===== src/rtl/cl_pkg.sv =====
// Shared opcode definitions for the registered bitwise logic unit.
// Optional feature macro: CL_NAND_NOR_EN (adds the inv input to core and unit).
package cl_pkg;

   typedef logic [1:0] cl_op_t;

   localparam cl_op_t CL_AND = 2'b00;
   localparam cl_op_t CL_OR  = 2'b01;
   localparam cl_op_t CL_XOR = 2'b10;
   localparam cl_op_t CL_NOT = 2'b11;

endpackage


===== src/rtl/cl_logic_core.sv =====
// Combinational bitwise operation selected by clop; no state.
// With CL_NAND_NOR_EN defined, inv complements the selected result.
module cl_logic_core
   import cl_pkg::*;
#(
   parameter int WIDTH = 1
) (
   input  logic [WIDTH-1:0] a,
   input  logic [WIDTH-1:0] b,
   input  cl_op_t           clop,
`ifdef CL_NAND_NOR_EN
   input  logic             inv,
`endif
   output logic [WIDTH-1:0] result
);

   logic [WIDTH-1:0] base_result;

   always_comb begin
      base_result = '0;
      case (clop)
         CL_AND:  base_result = a & b;
         CL_OR:   base_result = a | b;
         CL_XOR:  base_result = a ^ b;
         CL_NOT:  base_result = ~a;
         default: base_result = '0;
      endcase
   end

`ifdef CL_NAND_NOR_EN
   assign result = inv ? ~base_result : base_result;
`else
   assign result = base_result;
`endif

endmodule


===== src/rtl/cl_logic_unit.sv =====
// Registered bitwise logic unit: one-cycle latency result, valid and zero flag.
// Optional feature macro: CL_NAND_NOR_EN (adds inv port for NAND/NOR/XNOR/pass).
module cl_logic_unit
   import cl_pkg::*;
#(
   parameter int WIDTH = 1
) (
   input  logic             clk,
   input  logic             rst_n,
   input  logic             in_valid,
   input  logic [WIDTH-1:0] a,
   input  logic [WIDTH-1:0] b,
   input  cl_op_t           clop,
`ifdef CL_NAND_NOR_EN
   input  logic             inv,
`endif
   output logic [WIDTH-1:0] out,
   output logic             out_valid,
   output logic             zero
);

   logic [WIDTH-1:0] core_result;
   logic [WIDTH-1:0] out_d, out_q;
   logic             out_valid_d, out_valid_q;
   logic             zero_d, zero_q;

   cl_logic_core #(.WIDTH(WIDTH)) u_core (
      .a      (a),
      .b      (b),
      .clop   (clop),
`ifdef CL_NAND_NOR_EN
      .inv    (inv),
`endif
      .result (core_result)
   );

   // Idle cycles keep out and zero untouched so an undriven clop never reaches the registers.
   always_comb begin
      out_d       = out_q;
      zero_d      = zero_q;
      out_valid_d = 1'b0;
      if (in_valid) begin
         out_d       = core_result;
         zero_d      = (core_result == '0);
         out_valid_d = 1'b1;
      end
   end

   always_ff @(posedge clk) begin
      if (!rst_n) begin
         out_q       <= '0;
         out_valid_q <= 1'b0;
         zero_q      <= 1'b1;
      end else begin
         out_q       <= out_d;
         out_valid_q <= out_valid_d;
         zero_q      <= zero_d;
      end
   end

   assign out       = out_q;
   assign out_valid = out_valid_q;
   assign zero      = zero_q;

endmodule


===== config.mk =====
export PLATFORM = sky130hd
export DESIGN_NAME = cl_logic_unit
export DESIGN_NICKNAME = d
export VERILOG_FILES = /design/src/rtl/cl_pkg.sv /design/src/rtl/cl_logic_core.sv /design/src/rtl/cl_logic_unit.sv
export SDC_FILE = /design/constraint.sdc
export NUM_CORES = 1
export LEC_CHECK = 0
export CAP_MARGIN = 20
export CORE_AREA = 2 2 39 41
export DETAILED_ROUTE_END_ITERATION = 8
export DIE_AREA = 0 0 41 43
export HOLD_SLACK_MARGIN = 0.08
export REMOVE_ABC_BUFFERS = 1
export SYNTH_ARGS = -nofsm -noshare
export SYNTH_HDL_FRONTEND = slang
export SYNTH_SLANG_ARGS = --single-unit

===== constraint.sdc =====
create_clock -name clk -period 3.05 [get_ports clk]
set_input_delay 0.61 -clock clk [delete_from_list [all_inputs] [get_ports clk]]
set_output_delay 0.61 -clock clk [all_outputs]
set_load 0.05 [all_outputs]

==> results.yml, run 1 <==
worst_setup_path:
  cpPeakStageDelay_ns: 0.80
  crit_path_start_kind: "register"
  worst_path_dominant_cell_family: "buffers and inverters"
  required_ns: 2.44
  arrival_ns: 1.34
  cp_max_fo: 2
  critPathSlowestCell: "clkdlybuf4s50_1"
  cp_cell_sequence: "clkdlybuf4s50_1"
  path_class: "register to output port"
  critical_path.endpoint_type: "output port"
  worstPathBufferInverterCount: 1
global_route:
  grt_usage_pct: 5.21
  grt_max_degree: 6
  antenna_found_initial: 0
  grt_pass1_vias: 180
  grt_pass1_wl_um: 593
  grt_remaining_overflow: 0
finish:
  n_fill_cell: 159
  antenna_cells: 0
  syn_to_final_growth_pct: 78.4
  final_cell_mix: "clkdlybuf4s50_1 (9), clkbuf_4 (3), dfxtp_1 (3)"
  drive_gt1_share_pct: 13.8
  layout_commonest_cell: "clkdlybuf4s50_1"
  fin_nets: 39
logic_synthesis:
  yosysWarnings: 0
  post-synth-top-area-fraction_pct: 34.5
  synthDistinctLibCells: 11
  ys_ff_latch: 3
  syn_avg_cell_area_um2: 10.9
  synth_top_area_cell: "dfxtp_1"
  synth-seq-area-share_pct: 34.5
  synthTopCellsByArea: "dfxtp_1 (35%), ha_1 (14%), and3b_1 (10%)"
  syn_area_um2: 174
  netlist_instances: 16
clock_tree:
  cts_setup_buffers: 0
  path_clk_slew_ns: 0.03
  cts_tree: "yes"
  cts_hold_buf: 0
  cts_buffers: 3
  clk_latency_ns: 0.23
  htree_levels: 1
  cts_resized: 0
  clockBufferDepth: 2
  cts_root_buffer: "clkbuf_4"
  cts.sinks: 3
power:
  vdd_drop_max_mv: 0.134
  power_uw: 147
  p_leak_nw: 0.143
  power_density_nw_per_um2: 474
drt:
  num_vias: 167
  ant_nets: 0
  routedWlPerCell_um: 7.82
  drc: 0
  finalWirelength_um: 352
  drt_pass1_iterations: 2
  routed_via_density: 3.71
  drt-initial-drc-count: 1
timing:
  max_freq_mhz: 512
  finalMaxSlewViolations: 0
  setup_violations: 0
  max-slew-margin-rel_pct: 67.2
  fin_crit_ns: 1.95
  fin_skew_ns: 0
  worstMarginPinSlew_ns: 0.490
  final_hold_viol_count: 0
  rsz0062_at_grt: "no"
  fin_crit_sh_pct: 64.0
  setup_tns_ns: 0
floorplanning:
  initial_core_util_pct: 12.6
  core-area_um2: 1380
  die_h_um: 43
  rows: 14
  die-area_um2: 1760
  ioPinCount: 10
  chipWidth_um: 41
outcome:
  status: "complete, no violations"
min_path:
  hp-class: "register to register"
placed_design:
  portBuffers: 9
  gp_congestion: 0.534
  dp_hpwl_um: 286
job:
  cap_violations: 0
==> through the flow <==
stage / worst slack, ns / area [µm²] / std cells / utilization (%) / hold slack (ns)
2_1_floorplan: 1.50 / 174 / 16 / - / 0.732
3_3_place_gp: 0.944 / 284 / 41 / 20.5 / 0.596
5_1_grt: 1.03 / 310 / 45 / 22.4 / 0.676
6_report: 1.10 / 310 / 45 / 22.4 / 0.604
3_5_place_dp: 0.913 / 284 / 41 / 20.5 / 0.605
4_1_cts: 1.08 / 310 / 45 / 22.4 / 0.617
==> per-layer routing <==
| layer | global-route usage [%] | up-vias | share of wire, % |
|---|---|---|---|
| li1 | - | 84 | - |
| met3 | 3.14 | 0 | 13 |
| met4 | 4.00 | 0 | 0 |
| met5 | 0 | - | 0 |
| met2 | 6.88 | 10 | 44 |
| met1 | 5.75 | 73 | 43 |
==> synth_stat cells <==
cell type	count
dfxtp_1	3
and3b_1	2
ha_1	2
inv_1	2
a221o_1	1
a221oi_1	1
and2_1	1
and3_1	1
mux2_4	1
mux2i_1	1
nor3b_1	1
==> sequential cells by signal (all words and copies together) (netlist names) <==
signal     flops
out            1
out_valid      1
zero           1
==> logic make-up (layout without fill, tap and decap cells) <==
kind of cell	Yosys count	after routing	synth area share, %
AND/OR/NAND/NOR	5	5	21.6
flip-flops	3	3	34.5
adder cells (fa/ha/maj)	2	2	14.4
AO/OA/AOI/OAI	2	2	10.8
multiplexers	2	2	14.4
buffers and inverters	2	15	4.32
==> power by group <==
part           leakage [nW]  total (mW)  switching [mW]  internal, mW
clock network        0.0150      0.0680          0.0191        0.0489
logic                 0.103      0.0356          0.0177        0.0179
registers            0.0249      0.0435         0.00107        0.0424
==> final timing paths <==
path                            start    to  cells past startpoint  slack, ns
worst max-delay path             zero  zero                      1       1.10
worst min-delay path              out   out                      2       0.60
worst max register to register    out   out                      2       2.22
worst min register to register    out   out                      2       0.60
==> worst min-delay path: stages (launching register included) <==
cell,delay (ns)
dfxtp_1,0.31
and3b_1,0.16
a221o_1,0.10
==> layout make-up <==
class	instances	area [µm²]	share of cell area (%)
Inverter	2	7.51	2.42
Multi-Input combinational cell	11	106	34.3
Clock buffer	4	26.3	8.47
Sequential cell	3	60.1	19.4
Tap cell	16	20.0	6.45
Timing Repair Buffer	9	90.1	29.0
Power figures use the tool's default switching activity.
==> run 2, diff against run 1 <==
Clock period 3.05 ns to 1.93 ns, I/O delays scaled along.
==> results.yml, run 2 (synthesis results as in run 1) <==
clock_tree:
  cts_root_buffer: "clkbuf_4"
  cts_resized: 0
  path_clk_slew_ns: 0.04
  cts_setup_buffers: 0
  cts_tree: "yes"
  htree_levels: 1
  cts_hold_buf: 0
  cts_buffers: 3
  cts.sinks: 3
  clockBufferDepth: 2
  clk_latency_ns: 0.23
worst_setup_path:
  r2r_slack_ns: 1.09
  path_class: "register to output port"
  cpPeakStageDelay_ns: 0.80
  cp_max_fo: 2
  required_ns: 1.54
  critPathSlowestCell: "clkdlybuf4s50_1"
  critical_path.endpoint_type: "output port"
  worst_path_dominant_cell_family: "buffers and inverters"
  arrival_ns: 1.35
  worstPathBufferInverterCount: 1
  crit_path_start_kind: "register"
  cp_cell_sequence: "clkdlybuf4s50_1"
power:
  power_uw: 233
  vdd_drop_max_mv: 0.165
  p_leak_nw: 0.148
  power_density_nw_per_um2: 735
finish:
  antenna_cells: 0
  drive_gt1_share_pct: 16.7
  finalCoreUtilization_pct: 23.0
  syn_to_final_growth_pct: 82.7
  n_fill_cell: 148
  fin_nets: 40
  final_cell_mix: "clkdlybuf4s50_1 (9), clkbuf_4 (3), dfxtp_1 (3)"
  layout_commonest_cell: "clkdlybuf4s50_1"
global_route:
  grt_remaining_overflow: 0
  grt_pass1_wl_um: 524
  grt_usage_pct: 4.50
  grt_pass1_vias: 150
  grt_max_degree: 6
  antenna_found_initial: 0
timing:
  finalMaxSlewViolations: 0
  setup_violations: 0
  whs_ns: 0.619
  setup_tns_ns: 0
  fin_crit_ns: 1.73
  fin_skew_ns: 0
  final_hold_viol_count: 0
  max_freq_mhz: 577
  max-slew-margin-rel_pct: 67.3
  worstMarginPinSlew_ns: 0.489
  rsz0062_at_grt: "no"
  worst_slack_ns: 0.198
  fin_crit_sh_pct: 89.7
drt:
  drt-initial-drc-count: 1
  ant_nets: 0
  routedWlPerCell_um: 7.39
  drt_pass1_iterations: 2
  finalWirelength_um: 340
  drc: 0
  routed_via_density: 3.54
  num_vias: 163
floorplanning:
  core-area_um2: 1380
  die_h_um: 43
  rows: 14
  initial_core_util_pct: 12.6
  die-area_um2: 1760
  chipWidth_um: 41
  ioPinCount: 10
placed_design:
  gp_congestion: 0.611
  dp_hpwl_um: 271
  place_ws_ns: 0.0568
  portBuffers: 9
outcome:
  status: "complete, no violations"
min_path:
  hp-class: "register to register"
job:
  cap_violations: 0
run 2: area by class of cell:
| cell class | instances | area, µm² | share of cell area, % |
|---|---|---|---|
| Sequential cell | 3 | 60.1 | 18.9 |
| Timing Repair Buffer | 10 | 97.6 | 30.7 |
| Multi-Input combinational cell | 11 | 106 | 33.5 |
| Clock buffer | 4 | 26.3 | 8.27 |
| Tap cell | 16 | 20.0 | 6.30 |
| Inverter | 2 | 7.51 | 2.36 |
run 2: layer usage:
metal / track usage, % / up-vias / wire, µm
met3: 3.14 / 0 / 36
met1: 5.73 / 69 / 166
met4: 2.00 / 0 / 0
li1: - / 86 / -
met5: 0 / - / 0
met2: 5.63 / 8 / 137
run 2: through the flow:
| step | instances | area [µm²] |
|---|---|---|
| global route | 46 | 318 |
| floorplan | 16 | 174 |
| finish | 46 | 318 |
| detailed placement | 42 | 292 |
| CTS | 46 | 318 |
| global placement | 42 | 292 |
run 2: final timing paths:
path,end,depth (start not counted),from
worst max-delay path,zero,1,zero
worst min-delay path,out,2,out
worst max register to register,out,2,out
worst min register to register,out,2,out
run 2: power by group:
group / internal, mW / switching [mW] / total (mW) / leakage [nW]
logic: 0.0295 / 0.0281 / 0.0576 / 0.108
registers: 0.0670 / 0.00184 / 0.0688 / 0.0249
clock network: 0.0773 / 0.0297 / 0.107 / 0.0150
==> run 3, diff against run 2 <==
Settings changed: CORE_AREA 2 2 39 41 to 4 4 41 43, DIE_AREA 0 0 41 43 to 0 0 45 47.
==> results.yml, run 3 (synthesis results as in run 1) <==
worst_setup_path:
  required_ns: 1.54
  rr_startpoint: "out"
  worstPathBufferInverterCount: 1
  crit_path_start_kind: "register"
  arrival_ns: 1.35
  critPathSlowestCell: "clkdlybuf4s50_1"
  worst_path_dominant_cell_family: "buffers and inverters"
  cp_cell_sequence: "clkdlybuf4s50_1"
  cp_max_fo: 2
  critPathLaunch: "zero"
  path_class: "register to output port"
  cpPeakStageDelay_ns: 0.80
  critical_path.endpoint_type: "output port"
timing:
  fin_crit_ns: 1.74
  max_freq_mhz: 575
  rsz0062_at_grt: "no"
  final_hold_viol_count: 0
  fin_skew_ns: 0
  setup_violations: 0
  setup_tns_ns: 0
  worstMarginPinSlew_ns: 0.490
  max-slew-margin-rel_pct: 67.2
  fin_crit_sh_pct: 90.2
  finalMaxSlewViolations: 0
finish:
  fin_nets: 40
  drive_gt1_share_pct: 16.7
  syn_to_final_growth_pct: 82.0
  layout_commonest_cell: "clkdlybuf4s50_1"
  final_cell_mix: "clkdlybuf4s50_1 (9), clkbuf_4 (3), dfxtp_1 (3)"
  area.sequential_um2: 60.1
  n_fill_cell: 156
  stdcell_count: 45
  multi_input_area_um2: 106
  antenna_cells: 0
floorplanning:
  ioPinCount: 10
  die-area_um2: 2120
  chipWidth_um: 45
  core-area_um2: 1300
  initial_core_util_pct: 13.4
  rows: 13
  die_h_um: 47
global_route:
  antenna_found_initial: 0
  grt_pass1_wl_um: 565
  grt_pass1_vias: 156
  grt_remaining_overflow: 0
  grt_max_degree: 6
  grt_usage_pct: 4.18
placed_design:
  portBuffers: 9
  dp_hpwl_um: 311
  gp_congestion: 0.669
  dp.cells: 41
clock_tree:
  cts_buffers: 3
  cts_root_buffer: "clkbuf_4"
  cts_tree: "yes"
  cts.sinks: 3
  path_clk_slew_ns: 0.04
  htree_levels: 1
  cts_hold_buf: 0
  cts_resized: 0
  clk_latency_ns: 0.23
  cts_setup_buffers: 0
  clockBufferDepth: 2
outcome:
  status: "complete, no violations"
power:
  p_leak_nw: 0.148
  vdd_drop_max_mv: 0.165
  power_density_nw_per_um2: 743
drt:
  ant_nets: 0
  drc: 0
  finalWirelength_um: 395
  num_vias: 175
  routed_via_density: 3.89
  routedWlPerCell_um: 8.78
  drt-initial-drc-count: 3
  drt_pass1_iterations: 4
job:
  cap_violations: 0
min_path:
  hold_start: "out"
  hp-class: "register to register"
-- run 3: final timing paths --
path,end,slack [ns],cells past startpoint
worst max register to register,out,1.10,2
worst max-delay path,zero,0.19,1
worst min-delay path,out,0.60,2
worst min register to register,out,0.60,2
-- run 3: final cells by class --
cell class                      instances  share of cell area (%)
Sequential cell                         3                    19.0
Tap cell                               15                    5.93
Inverter                                2                    2.37
Multi-Input combinational cell         11                    33.6
Timing Repair Buffer                   10                    30.8
Clock buffer                            4                    8.30
-- run 3: report_power, final --
group	total (mW)	leakage (nW)	internal (mW)	switching [mW]
Combinational	0.0580	0.108	0.0295	0.0286
Sequential	0.0688	0.0249	0.0670	0.00175
Clock	0.108	0.0150	0.0774	0.0309
Total	0.235	0.148	0.174	0.0612
-- run 3: per-layer routing --
| metal | global-route usage (%) | part of all wire, % |
|---|---|---|
| met1 | 3.40 | 38 |
| met2 | 6.50 | 44 |
| met3 | 2.30 | 17 |
| met4 | 5.26 | 0 |
| met5 | 0 | 0 |
-- run 3: metrics by stage --
step	hold WS [ns]	cell area, µm²	setup slack (ns)	power, mW	util (%)
after floorplan	0.508	174	0.600	0.100	-
after global placement	0.594	290	0.0790	0.127	22.3
after detailed placement	0.595	290	0.0693	0.128	22.3
after CTS	0.607	317	0.175	0.243	24.3
after global routing	0.648	317	0.136	0.249	24.3
final	0.604	317	0.189	0.235	24.3
-- run 3: worst register-to-register path: stages, from the launching register on --
cell and delay (ns):
dfxtp_1 0.29, and3b_1 0.17, a221o_1 0.25
